==> config.mk <==
export PLATFORM = sky130hd
export DESIGN_NAME = gate_arbiter
export DESIGN_NICKNAME = d
export VERILOG_FILES = /design/src/rtl/gate_arbiter_pkg.sv /design/src/rtl/gate_unit.sv /design/src/rtl/gate_arbiter.sv
export SDC_FILE = /design/constraint.sdc
export NUM_CORES = 1
export LEC_CHECK = 0
export BUFFER_PORTS_ARGS = -buffer_cell sky130_fd_sc_hd__buf_2
export CORE_MARGIN = 5
export CORE_UTILIZATION = 45
export CTS_CLUSTER_DIAMETER = 40
export CTS_CLUSTER_SIZE = 25
export DETAILED_ROUTE_END_ITERATION = 8
export PLACE_DENSITY = 0.74
export SYNTH_ARGS = -nofsm -noshare
export SYNTH_HDL_FRONTEND = slang
export SYNTH_SLANG_ARGS = --single-unit
==> constraint.sdc <==
create_clock -name clk -period 1.9 [get_ports clk]
set_input_delay 0.19 -clock clk [delete_from_list [all_inputs] [get_ports clk]]
set_output_delay 0.19 -clock clk [all_outputs]
set_load 0.005 [all_outputs]
==> src/rtl/gate_arbiter_pkg.sv <==
// Shared constants and types for the round-robin gate arbiter.
// No logic of its own; imported by gate_unit and gate_arbiter.
// Opcode values, FSM encoding and the latched per-operation context.
package gate_arbiter_pkg;

    localparam int NREQ = 4;

    localparam logic [1:0] OP_OR  = 2'b00;
    localparam logic [1:0] OP_AND = 2'b01;
    localparam logic [1:0] OP_XOR = 2'b10;
    localparam logic [1:0] OP_NOR = 2'b11;

    localparam logic [1:0] ST_IDLE = 2'd0;
    localparam logic [1:0] ST_EXEC = 2'd1;
    localparam logic [1:0] ST_RESP = 2'd2;

    // Everything captured from the winning requester in the granting IDLE cycle.
    typedef struct packed {
        logic [1:0] idx;
        logic [1:0] op;
        logic       a;
        logic       b;
    } ctx_t;

    function automatic logic [NREQ-1:0] idx_onehot(input logic [1:0] idx);
        logic [NREQ-1:0] v;
        v      = '0;
        v[idx] = 1'b1;
        return v;
    endfunction

endpackage

==> src/rtl/gate_unit.sv <==
// Shared single-bit gate: OR / AND / XOR / NOR selected by op.
// Latency: combinational.
// Backpressure: none.
module gate_unit
    import gate_arbiter_pkg::*;
(
    input  logic       a,
    input  logic       b,
    input  logic [1:0] op,
    output logic       y
);

    always_comb begin
        y = 1'b0;
        case (op)
            OP_OR:   y = a | b;
            OP_AND:  y = a & b;
            OP_XOR:  y = a ^ b;
            OP_NOR:  y = ~(a | b);
            default: y = 1'b0;
        endcase
    end

endmodule

==> src/rtl/gate_arbiter.sv <==
// Round-robin arbiter sharing one gate_unit among NREQ requesters.
// Latency: gnt one cycle after the granting IDLE cycle, y_valid/ack one cycle later.
// Backpressure: losers simply keep req high; one operation per three cycles.
module gate_arbiter
    import gate_arbiter_pkg::*;
(
    input  logic              clk,
    input  logic              rst,
    input  logic [NREQ-1:0]   req,
    input  logic [NREQ-1:0]   a_in,
    input  logic [NREQ-1:0]   b_in,
    input  logic [2*NREQ-1:0] op_in,
    output logic [NREQ-1:0]   gnt,
    output logic [NREQ-1:0]   ack,
    output logic              y,
    output logic              y_valid,
    output logic              busy
);

    logic [1:0] state;
    logic [1:0] ptr;
    ctx_t       ctx;
    logic       gate_y;

    logic       found;
    logic [1:0] win;
    logic [1:0] cand;

    // First requesting index at or after ptr, wrapping modulo 4.
    always_comb begin
        found = 1'b0;
        win   = ptr;
        cand  = ptr;
        for (int k = 0; k < NREQ; k++) begin
            cand = ptr + k[1:0];
            if (!found && req[cand]) begin
                found = 1'b1;
                win   = cand;
            end
        end
    end

    gate_unit u_gate (
        .a  (ctx.a),
        .b  (ctx.b),
        .op (ctx.op),
        .y  (gate_y)
    );

    always_ff @(posedge clk or posedge rst) begin
        if (rst) begin
            state   <= ST_IDLE;
            ptr     <= 2'd0;
            ctx     <= '0;
            gnt     <= '0;
            ack     <= '0;
            y       <= 1'b0;
            y_valid <= 1'b0;
            busy    <= 1'b0;
        end else begin
            case (state)
                ST_IDLE: begin
                    if (found) begin
                        ctx.idx <= win;
                        ctx.op  <= op_in[{win, 1'b0} +: 2];
                        ctx.a   <= a_in[win];
                        ctx.b   <= b_in[win];
                        ptr     <= win + 2'd1;
                        gnt     <= idx_onehot(win);
                        busy    <= 1'b1;
                        state   <= ST_EXEC;
                    end
                end
                ST_EXEC: begin
                    y       <= gate_y;
                    y_valid <= 1'b1;
                    ack     <= idx_onehot(ctx.idx);
                    state   <= ST_RESP;
                end
                ST_RESP: begin
                    // No bypass back into a grant: IDLE always gets its own cycle.
                    y_valid <= 1'b0;
                    ack     <= '0;
                    gnt     <= '0;
                    busy    <= 1'b0;
                    state   <= ST_IDLE;
                end
                default: begin
                    y_valid <= 1'b0;
                    ack     <= '0;
                    gnt     <= '0;
                    busy    <= 1'b0;
                    state   <= ST_IDLE;
                end
            endcase
        end
    end

endmodule

==> results.toml, run 1 <==
[timing]
hold_viol = 0
fin_skew_ns = 0.009258
worst_pin_slew_ns = 0.7628
drv_slew = 0
setup_viol = 0
finalCriticalPeriod_ns = 1.815
fmax_mhz = 551.1
fin_setup_tns_ns = 0
fin_crit_sh_pct = 95.51
maxSlewHeadroom_pct = 49.09

[clock_tree]
clock_sinks = 21
htreeDepth = 1
clock_path_buffers = 2
cts_buffers = 3
ctsHoldBuffers = 0
clockRootBuffer = "clkbuf_4"
tritoncts = "done"
clk-insertion-delay-late_ns = 0.30
clk_pin_slew_ns = 0.12

[yosys]
synth_top_area_cell = "dfrtp_1"
synth_top_area_share_pct = 46.61
yosysWarnings = 0
synth.ff_latch_count = 21
synth_commonest_cells = "21 x dfrtp_1, 12 x nand2_1, 11 x nor2_1"
synthTopCellsByArea = "dfrtp_1 47%, o21ai_0 4.4%, nand2_1 4.0%"
syn-num-nets = 139
synth_edf_count = 0
async_flop_share_pct = 100.0
synth_area_um2 = 1127
synth.most_common_cell = "dfrtp_1"
synthCells = 115
syn_avg_cell_area_um2 = 9.803
ys_seq_area_share_pct = 46.61
ys_types = 33
synthFlopType = "dfrtp_1"

[finish]
final_layout_size_suffix_gt1_share_pct = 38.27
stdcell_area_um2 = 1459
num_antenna_cells = 0
fin_util_pct = 59.98
seqCellArea_um2 = 525.5
multi_input_area_um2 = 588.1
area_growth_pct = 29.41
final_nets = 187
layout.filler_cells = 223
fin_cells = 192

[worst_setup_path]
path_max_fanout = 4
cpMaxStageDelayCell = "dfrtp_1"
r2r_cells = 5
crit_required_ns = 2.10
r2r-end = "ctx[0]$_DFFE_PP0P_"
cp-startpoint = "ptr[0]$_DFFE_PP0P_"
crit_path_max_incr_delay_ns = 0.40
worstPathCellList = "and2b_4 -> a2111oi_4 -> nor2_2 -> mux2_1 -> a221o_1"
cp.arrival_ns = 2.02
endpoint = "ctx[0]$_DFFE_PP0P_"
rr_startpoint = "ptr[0]$_DFFE_PP0P_"
crit_path_end_kind = "flip-flop"
startpoint_type = "flip-flop"
ff2ff_setup_slack_ns = 0.09
worstSetupPathType = "flip-flop to flip-flop"

[drt]
finalWirelength_mm = 2.732
firstDrtPassIters = 4
drcViolationCount = 0
ant_nets = 0
dr.first_iter.drc_count = 35
viasPerCell = 5.250
num_vias = 1008
avgRoutedWirePerCell_um = 14.23

[placed_design]
dpl_cell_area_um2 = 1413
dp_cells = 187
gp_congestion = 0.8045
dp_hpwl_mm = 2.237
io_buffers = 32

[run]
maxCapViolations = 0

[power_and_ir_drop]
switching_power_w = 0.0008243
p_int_w = 0.001278
combinationalPowerShare_pct = 52.2
p_seq_share_pct = 37.8
peakVddDrop_v = 0.0006888
clkPwrFrac_pct = 10.0
power_density_nw_per_um2 = 1441
p_leak_nw = 0.7183
sw_frac_of_total_pct = 39.21

[global_routing]
grt_antenna_before_repair = 0
grt_pass1_wl_mm = 4.629
grt_util_all_layers_pct = 17.12
grt_pass1_vias = 1083
grt.overflow.total = 0
grt_max_degree = 22

[floorplan]
coreArea_um2 = 2432
die_width_um = 60.05
placementRows = 18
start_util_pct = 46.35
ios = 33
dieArea_um2 = 3606
die_height_um = 60.05

[outcome]
status = "completed"

[hold_path]
hp-class = "primary input to asynchronous set/reset pin"
==> worst min path at each step <==
stage,start,end,slack [ns],cells past startpoint
finish,rst,ack[1]$_DFFE_PP0N_,0.002,2
global route,rst,y$_DFFE_PP0P_,0.07,2
CTS,rst,ack[1]$_DFFE_PP0N_,0.03,2
detailed placement,rst,ack[1]$_DFFE_PP0N_,0.37,2
global placement,rst,ctx[3]$_DFFE_PP0P_,0.35,2
floorplan,rst,ack[0]$_DFFE_PP0N_,0.17,1
==> metrics by stage <==
stage	total power, W	worst slack (ns)	hold slack [ns]
after detailed placement	0.001883	0.01999	0.3677
after floorplan	0.001476	0.1016	0.1665
after global placement	0.001839	0.03904	0.3506
after global routing	0.002290	-0.001688	0.07059
after CTS	0.002101	0.008620	0.02625
final	0.002102	0.08537	0.002218
==> registers in the layout (all words and copies together), names as in the netlist <==
name / cells
y: 1
busy: 1
ctx: 6
state: 2
gnt: 4
ptr: 2
ack: 4
y_valid: 1
==> routing by layer <==
layer | GRT usage (%) | wire length [µm] | vias to the layer above | share of wire [%]
met5 | 0 | 0 | - | 0
met4 | 6.646 | 46 | 0 | 1.7
met3 | 2.376 | 125 | 4 | 4.6
met2 | 30.86 | 1457 | 31 | 53
met1 | 20.24 | 1102 | 470 | 40
li1 | - | - | 503 | -
==> final cells by class <==
type / instances / share of cell area (%)
flip-flops and latches: 21 / 36.02
well taps: 30 / 2.573
clock buffers: 3 / 1.544
multi-input cells: 86 / 40.31
inverters: 6 / 1.544
repair buffers: 45 / 17.67
clock inverters: 1 / 0.3431
==> cells in the final DEF, fill, tap and decap left out, types with 2 or more instances in the layout <==
cell type  netlist  final
a211oi_1         2      2
a21oi_1          8      8
a221o_1          3      3
buf_2            0     32
buf_4            0     13
clkbuf_4         0      3
dfrtp_1         21     21
ha_1             2      2
inv_1            6      6
mux2_1           2      2
mux2_2           3      3
mux2i_1          3      3
nand2_1         12     12
nand2b_1         4      4
nand3_1          4      4
nand3b_1         2      2
nor2_1          11     11
nor2_2           2      2
nor2b_1          2      2
o21ai_0         10     10
==> cell families after synthesis <==
family	count (synthesis)	synth area share, %
flops	21	46.61
buf+inv	8	2.664
mux	8	7.658
compound gates	29	18.54
xor+xnor	1	0.7771
simple gates	46	21.53
fa+ha+maj	2	2.219
==> power by group through the flow <==
stage	registers (W)	logic [W]	clock network, W
3_5_place_dp	0.000804	0.00108	0
2_1_floorplan	0.000796	0.000680	0
3_3_place_gp	0.000795	0.00104	0
4_1_cts	0.000799	0.00109	0.000214
5_1_grt	0.000830	0.00122	0.000237
6_report	0.000795	0.00110	0.000209
==> repair_timing <==
item                       CTS  global route
setup endpoints to repair    0             4
buffers inserted             0             1
hold endpoints to repair     0             0
resized for setup            0             2
==> worst max-delay path: cells and delay by family (launching register included) <==
family / cells / cell delay, ns
simple gates: 2 / 0.33
flops: 1 / 0.40
compound gates: 2 / 0.66
mux: 1 / 0.33
Note: power is estimated with default switching activity, not from simulation.
==> inputs of run 2 (changes only) <==
--- a/config.mk
+++ b/config.mk
@@ -6,12 +6,14 @@
 export NUM_CORES = 1
 export LEC_CHECK = 0
 export BUFFER_PORTS_ARGS = -buffer_cell sky130_fd_sc_hd__buf_2
+export CELL_PAD_IN_SITES_DETAIL_PLACEMENT = 1
+export CELL_PAD_IN_SITES_GLOBAL_PLACEMENT = 2
 export CORE_MARGIN = 5
-export CORE_UTILIZATION = 45
+export CORE_UTILIZATION = 27
 export CTS_CLUSTER_DIAMETER = 40
 export CTS_CLUSTER_SIZE = 25
 export DETAILED_ROUTE_END_ITERATION = 8
-export PLACE_DENSITY = 0.74
+export PLACE_DENSITY_LB_ADDON = 0.1
 export SYNTH_ARGS = -nofsm -noshare
 export SYNTH_HDL_FRONTEND = slang
 export SYNTH_SLANG_ARGS = --single-unit
==> run 2 against run 1 <==
Against the previous run: final area up 3.3%; register-to-register slack got worse by 0.04 ns; die area increased by 54%; largest cell class unchanged.
==> results.toml, run 2 (same netlist as run 1, synthesis figures left out) <==
[outcome]
status = "completed"

[worst_setup_path]
crit_buf_inv = 0
cp.arrival_ns = 2.00
crit_path_end_kind = "flip-flop"
cpLargestDelayFamily = "compound AO/OA/AOI/OAI gates"
startpoint_type = "flip-flop"
r2r_cells = 5
ff2ff_setup_slack_ns = 0.04
crit_path_max_incr_delay_ns = 0.45
worstSetupPathType = "flip-flop to flip-flop"
rr_startpoint = "ptr[0]$_DFFE_PP0P_"
endpoint = "ctx[3]$_DFFE_PP0P_"
r2r-end = "ctx[3]$_DFFE_PP0P_"
cp-startpoint = "ptr[0]$_DFFE_PP0P_"
crit_cells = 5
worstPathCellList = "and2b_4 -> a2111oi_4 -> nor2_4 -> mux2_4 -> a221o_1"
cpMaxStageDelayCell = "a2111oi_4"
path_max_fanout = 4
crit_required_ns = 2.04

[placed_design]
dp_cells = 203
dpl_cell_area_um2 = 1408
gp_congestion = 0.7286
dp_slack_ns = -0.07104
io_buffers = 32
dp_hpwl_mm = 2.459

[finish]
largest_reg_flops = 6
mostFrequentLayoutCells = "32 x buf_2, 21 x dfrtp_1, 12 x nand2_1"
final_common_cell = "buf_2"
num_antenna_cells = 0
fin_cells = 211
top_regs = "ctx: 6 flops, ack: 4 flops, gnt: 4 flops"
layout.filler_cells = 483
final_layout_size_suffix_gt1_share_pct = 37.89
regMostFlops = "ctx"
area_growth_pct = 33.63
stdcell_area_um2 = 1506
final_nets = 186

[global_routing]
grt.overflow.total = 0
grt_util_all_layers_pct = 12.17
grt_pass1_wl_mm = 5.099
grt_antenna_before_repair = 0
grt_max_degree = 22
grt_pass1_vias = 1073

[drt]
avgRoutedWirePerCell_um = 14.43
viasPerCell = 4.763
num_vias = 1005
firstDrtPassIters = 4
dr.first_iter.drc_count = 18
finalWirelength_mm = 3.045
drcViolationCount = 0
ant_nets = 0

[clock_tree]
clk_pin_slew_ns = 0.08
clockRootBuffer = "clkbuf_8"
clock_sinks = 21
cts_buffers = 3
htreeDepth = 1
tritoncts = "done"
clk-insertion-delay-late_ns = 0.26
clock_path_buffers = 2

[timing]
worst_pin_slew_ns = 0.5480
fmax_mhz = 537.8
drv_slew = 0
hold_viol = 0
finalCriticalPeriod_ns = 1.859
timing.hold.ws_ns = 0.2773
maxSlewHeadroom_pct = 63.24
fin_ws_ns = 0.04069
fin_skew_ns = 0.005983
fin_crit_sh_pct = 97.86
grt_setup_unrepaired = "yes"
setup_viol = 0

[floorplan]
placementRows = 23
die_width_um = 74.62
die_height_um = 74.62
ios = 33
dieArea_um2 = 5567
start_util_pct = 27.98
coreArea_um2 = 4029

[hold_path]
hp-class = "primary input to flip-flop"

[power_and_ir_drop]
p_leak_nw = 0.7261
power_density_nw_per_um2 = 1479
finalPower_w = 0.002228
peakVddDrop_v = 0.0003934

[run]
maxCapViolations = 0
## run 2: cell count changes in the layout (fill, tap and decap cells not counted), sizes merged
cell	delta
buf	-2
clkbuf	+1
clkinv	-1
dlygate4sd3	+1
## run 2: worst min path at each step
stage,startpoint,to,slack [ns],cells past startpoint
floorplan,rst,ack[0]$_DFFE_PP0N_,0.17,1
global placement,rst,y$_DFFE_PP0P_,0.24,3
detailed placement,rst,y$_DFFE_PP0P_,0.24,3
CTS,op_in[0],ctx[2]$_DFFE_PP0P_,0.28,3
global route,b_in[3],ctx[0]$_DFFE_PP0P_,0.27,3
finish,op_in[0],ctx[2]$_DFFE_PP0P_,0.28,3
## run 2: metrics by stage
stage	setup TNS (ns)	utilization, %
floorplan	0	-
global placement	-0.03349	34.94
detailed placement	-0.1362	34.94
CTS	0	36.61
global route	-0.05221	37.39
finish	0	37.39
## run 2: power by group
group	total (W)	switching [W]	internal, W	leakage, nW
clock network	0.000288	0.000139	0.000149	0.0228
logic	0.00115	0.000576	0.000573	0.439
registers	0.000790	0.000140	0.000651	0.264
## run 2: final cells by class
cell class | instances | area [µm²] | share of cell area (%)
timing repair buffer | 44 | 252.7 | 16.78
clock buffer | 4 | 45.04 | 2.990
sequential | 21 | 525.5 | 34.88
multi-input combinational | 86 | 598.1 | 39.70
inverter | 6 | 22.52 | 1.495
tap | 50 | 62.56 | 4.153
## run 2: timing repair
action,in CTS,in global routing
pin swaps,1,5
resized for setup,1,4
endpoints found under the hold margin,21,0
hold buffers,1,0
endpoints found under the setup margin,3,4
buffers inserted,1,2
## run 2: layer usage
layer | vias to the layer above | routed length (µm) | GRT usage [%]
met2 | 26 | 1434 | 19.41
met5 | - | 0 | 0
met4 | 0 | 59 | 5.929
li1 | 500 | - | -
met1 | 472 | 1393 | 16.06
met3 | 7 | 158 | 2.003
## run 2: worst register-to-register path, cell delays in order (launching register included)
cell and delay (ns):
dfrtp_1 0.38, and2b_4 0.22, a2111oi_4 0.45, nor2_4 0.10
mux2_4 0.31, a221o_1 0.29
==> inputs of run 3 (changes only) <==
--- a/config.mk
+++ b/config.mk
@@ -5,11 +5,12 @@
 export SDC_FILE = /design/constraint.sdc
 export NUM_CORES = 1
 export LEC_CHECK = 0
+export ABC_AREA = 1
 export BUFFER_PORTS_ARGS = -buffer_cell sky130_fd_sc_hd__buf_2
 export CELL_PAD_IN_SITES_DETAIL_PLACEMENT = 1
 export CELL_PAD_IN_SITES_GLOBAL_PLACEMENT = 2
 export CORE_MARGIN = 5
-export CORE_UTILIZATION = 27
+export CORE_UTILIZATION = 26
 export CTS_CLUSTER_DIAMETER = 40
 export CTS_CLUSTER_SIZE = 25
 export DETAILED_ROUTE_END_ITERATION = 8
==> run 3 against run 2 <==
Against the previous run: sequential share of layout area decreased by 12 points; worst hold slack improved by 0.064 ns; final area increased by 54%; worst setup slack got worse by 0.015 ns; non-clock buffer count increased by 16; register-to-register slack got worse by 0.02 ns; sequential cell count unchanged.
==> results.toml, run 3 <==
[worst_setup_path]
cpMaxStageDelayCell = "dfrtp_2"
worstSetupPathType = "flip-flop to flip-flop"
crit_path_end_kind = "flip-flop"
crit_required_ns = 2.07
crit_cells = 12
path_max_fanout = 9
r2r_cells = 12
worstPathCellList = "clkinv_4 -> buf_4 -> nand2_2 -> nand3_2 -> nand2_4 -> buf_12 -> nand2_1 -> nor2_4 -> nor2_4 -> inv_2 -> buf_12 -> o31ai_2"
crit_path_max_incr_delay_ns = 0.45
cpLargestDelayFamily = "buffers and inverters"
startpoint_type = "flip-flop"
cp.arrival_ns = 2.05
crit_buf_inv = 5

[yosys]
yosysWarnings = 0
synthCells = 209
synth_edf_count = 0
async_flop_share_pct = 100.0
synth_area_um2 = 1464
synth_top_area_share_pct = 35.90
ys_types = 25
synth_commonest_cells = "92 x nand2_1, 35 x nand3_1, 21 x dfrtp_1"
synthTopCellsByArea = "dfrtp_1 36%, nand2_1 24%, nand3_1 12%"
syn_avg_cell_area_um2 = 7.004
ys_seq_area_share_pct = 35.90
synth_top_area_cell = "dfrtp_1"
syn-num-nets = 233
synthFlopType = "dfrtp_1"
synth.ff_latch_count = 21
synth.most_common_cell = "nand2_1"

[clock_tree]
cts_buffers = 3
tritoncts = "done"
clk_pin_slew_ns = 0.08
clockRootBuffer = "clkbuf_8"
htreeDepth = 1
clk-insertion-delay-late_ns = 0.26
clock_sinks = 21
clock_path_buffers = 2

[finish]
regMostFlops = "ctx"
fin_util_pct = 42.52
top_regs = "ctx: 6 flops, ack: 4 flops, gnt: 4 flops"
area_growth_pct = 58.97
final_layout_size_suffix_gt1_share_pct = 49.08
num_antenna_cells = 0
largest_reg_flops = 6
final_nets = 298
mostFrequentLayoutCells = "70 x nand2_1, 33 x buf_2, 20 x nand2_2"
final_common_cell = "nand2_1"

[drt]
dr.first_iter.drc_count = 34
ant_nets = 0
firstDrtPassIters = 4
drcViolationCount = 0
avgRoutedWirePerCell_um = 14.34
viasPerCell = 4.693
finalWirelength_mm = 4.947
num_vias = 1619

[floorplan]
dieArea_um2 = 7231
start_util_pct = 26.75
die_width_um = 85.04
placementRows = 27
ios = 33
die_height_um = 85.04
coreArea_um2 = 5473

[outcome]
status = "completed"

[global_routing]
grt_max_degree = 22
grt_pass1_wl_mm = 7.741
grt.overflow.total = 0
grt_antenna_before_repair = 0
grt_util_all_layers_pct = 12.94
grt_pass1_vias = 1615

[timing]
setup_viol = 0
fmax_mhz = 533.5
grt_setup_unrepaired = "yes"
maxSlewHeadroom_pct = 82.06
finalCriticalPeriod_ns = 1.875
hold_viol = 0
fin_setup_tns_ns = 0
fin_crit_sh_pct = 98.66
fin_skew_ns = 0.002896
drv_slew = 0
worst_pin_slew_ns = 0.2691

[placed_design]
io_buffers = 32
dp_hpwl_mm = 3.397
gp_congestion = 0.7609

[hold_path]
holdPathStages = 7
hp-class = "primary input to flip-flop"

[run]
maxCapViolations = 0
## run 3: cell types whose count changed after synthesis, sizes merged, moves of 4 or more
| cell | previous run | this run |
|---|---|---|
| o21ai | 10 | 4 |
| nand2 | 12 | 105 |
| buf | 0 | 4 |
| a21oi | 8 | 2 |
| inv | 6 | 17 |
| nand3 | 4 | 35 |
| nand2b | 4 | 0 |
| a32o | 0 | 4 |
| nor2 | 13 | 6 |
| mux2 | 5 | 0 |
## run 3: layer usage
| layer | routed length, µm | part of all wire [%] | vias to the layer above | global-route usage (%) |
|---|---|---|---|---|
| li1 | - | - | 818 | - |
| met1 | 2273 | 46 | 767 | 17.27 |
| met2 | 2479 | 50 | 30 | 21.96 |
| met3 | 152 | 3.1 | 4 | 1.456 |
| met4 | 41 | 0.83 | 0 | 3.597 |
| met5 | 0 | 0 | - | 0 |
## run 3: worst paths after layout
kind	from	to	slack (ns)
max	ptr[0]$_DFFE_PP0P_	gnt[2]$_DFFE_PP0P_	0.03
min in group asynchronous	rst	ack[0]$_DFFE_PP0N_	0.51
max reg2reg	ptr[0]$_DFFE_PP0P_	gnt[2]$_DFFE_PP0P_	0.03
min reg2reg	busy$_DFFE_PP0P_	busy$_DFFE_PP0P_	0.47
min	a_in[3]	ctx[1]$_DFFE_PP0P_	0.34
max in group asynchronous	rst	ptr[0]$_DFFE_PP0P_	1.16
## run 3: layout make-up
| type | count | area (µm²) |
|---|---|---|
| well taps | 72 | 90.09 |
| multi-input cells | 170 | 1162 |
| inverters | 18 | 75.07 |
| clock buffers | 4 | 45.04 |
| fillers | 703 | 3146 |
| repair buffers | 60 | 426.7 |
| flip-flops and latches | 21 | 528.0 |
## run 3: worst register-to-register path: cells and delay by family, from the launching register on
kind | cells | cell delay [ns]
AOI/OAI and AO/OA | 1 | 0.20
buffers and inverters | 5 | 0.59
DFF | 1 | 0.45
and+or+nand+nor | 6 | 0.55
## run 3: kinds of logic (layout without fill, tap and decap cells)
family          after synthesis  after routing  share of synthesized area [%]
flops                        21             21                          35.90
buf+inv                      22             82                          7.350
simple gates                149            153                          47.01
compound gates               15             15                          8.034
fa+ha+maj                     2              2                          1.709
## run 3: timing repair
action,4_1_cts,5_1_grt
hold buffers,1,0
gates resized for setup,11,63
pin swaps,4,20
setup buffers,5,7
hold endpoints to repair,21,0
endpoints found under the setup margin,9,13
cloned,2,3
## run 3: per-stage QoR
| stage | area (µm²) | hold slack, ns | instances | setup slack (ns) |
|---|---|---|---|---|
| 2_1_floorplan | 1464 | 0.1665 | 209 | 0.2781 |
| 3_3_place_gp | 1794 | 0.2352 | 323 | -0.06564 |
| 3_5_place_dp | 1794 | 0.2357 | 323 | -0.08060 |
| 4_1_cts | 1967 | 0.3471 | 335 | 0.02000 |
| 5_1_grt | 2327 | 0.3843 | 345 | -0.08602 |
| 6_report | 2327 | 0.3408 | 345 | 0.02548 |
Power of run 3 is not shown: default switching activity piles up to over one toggle a cycle in this logic, so the estimate is an artifact.
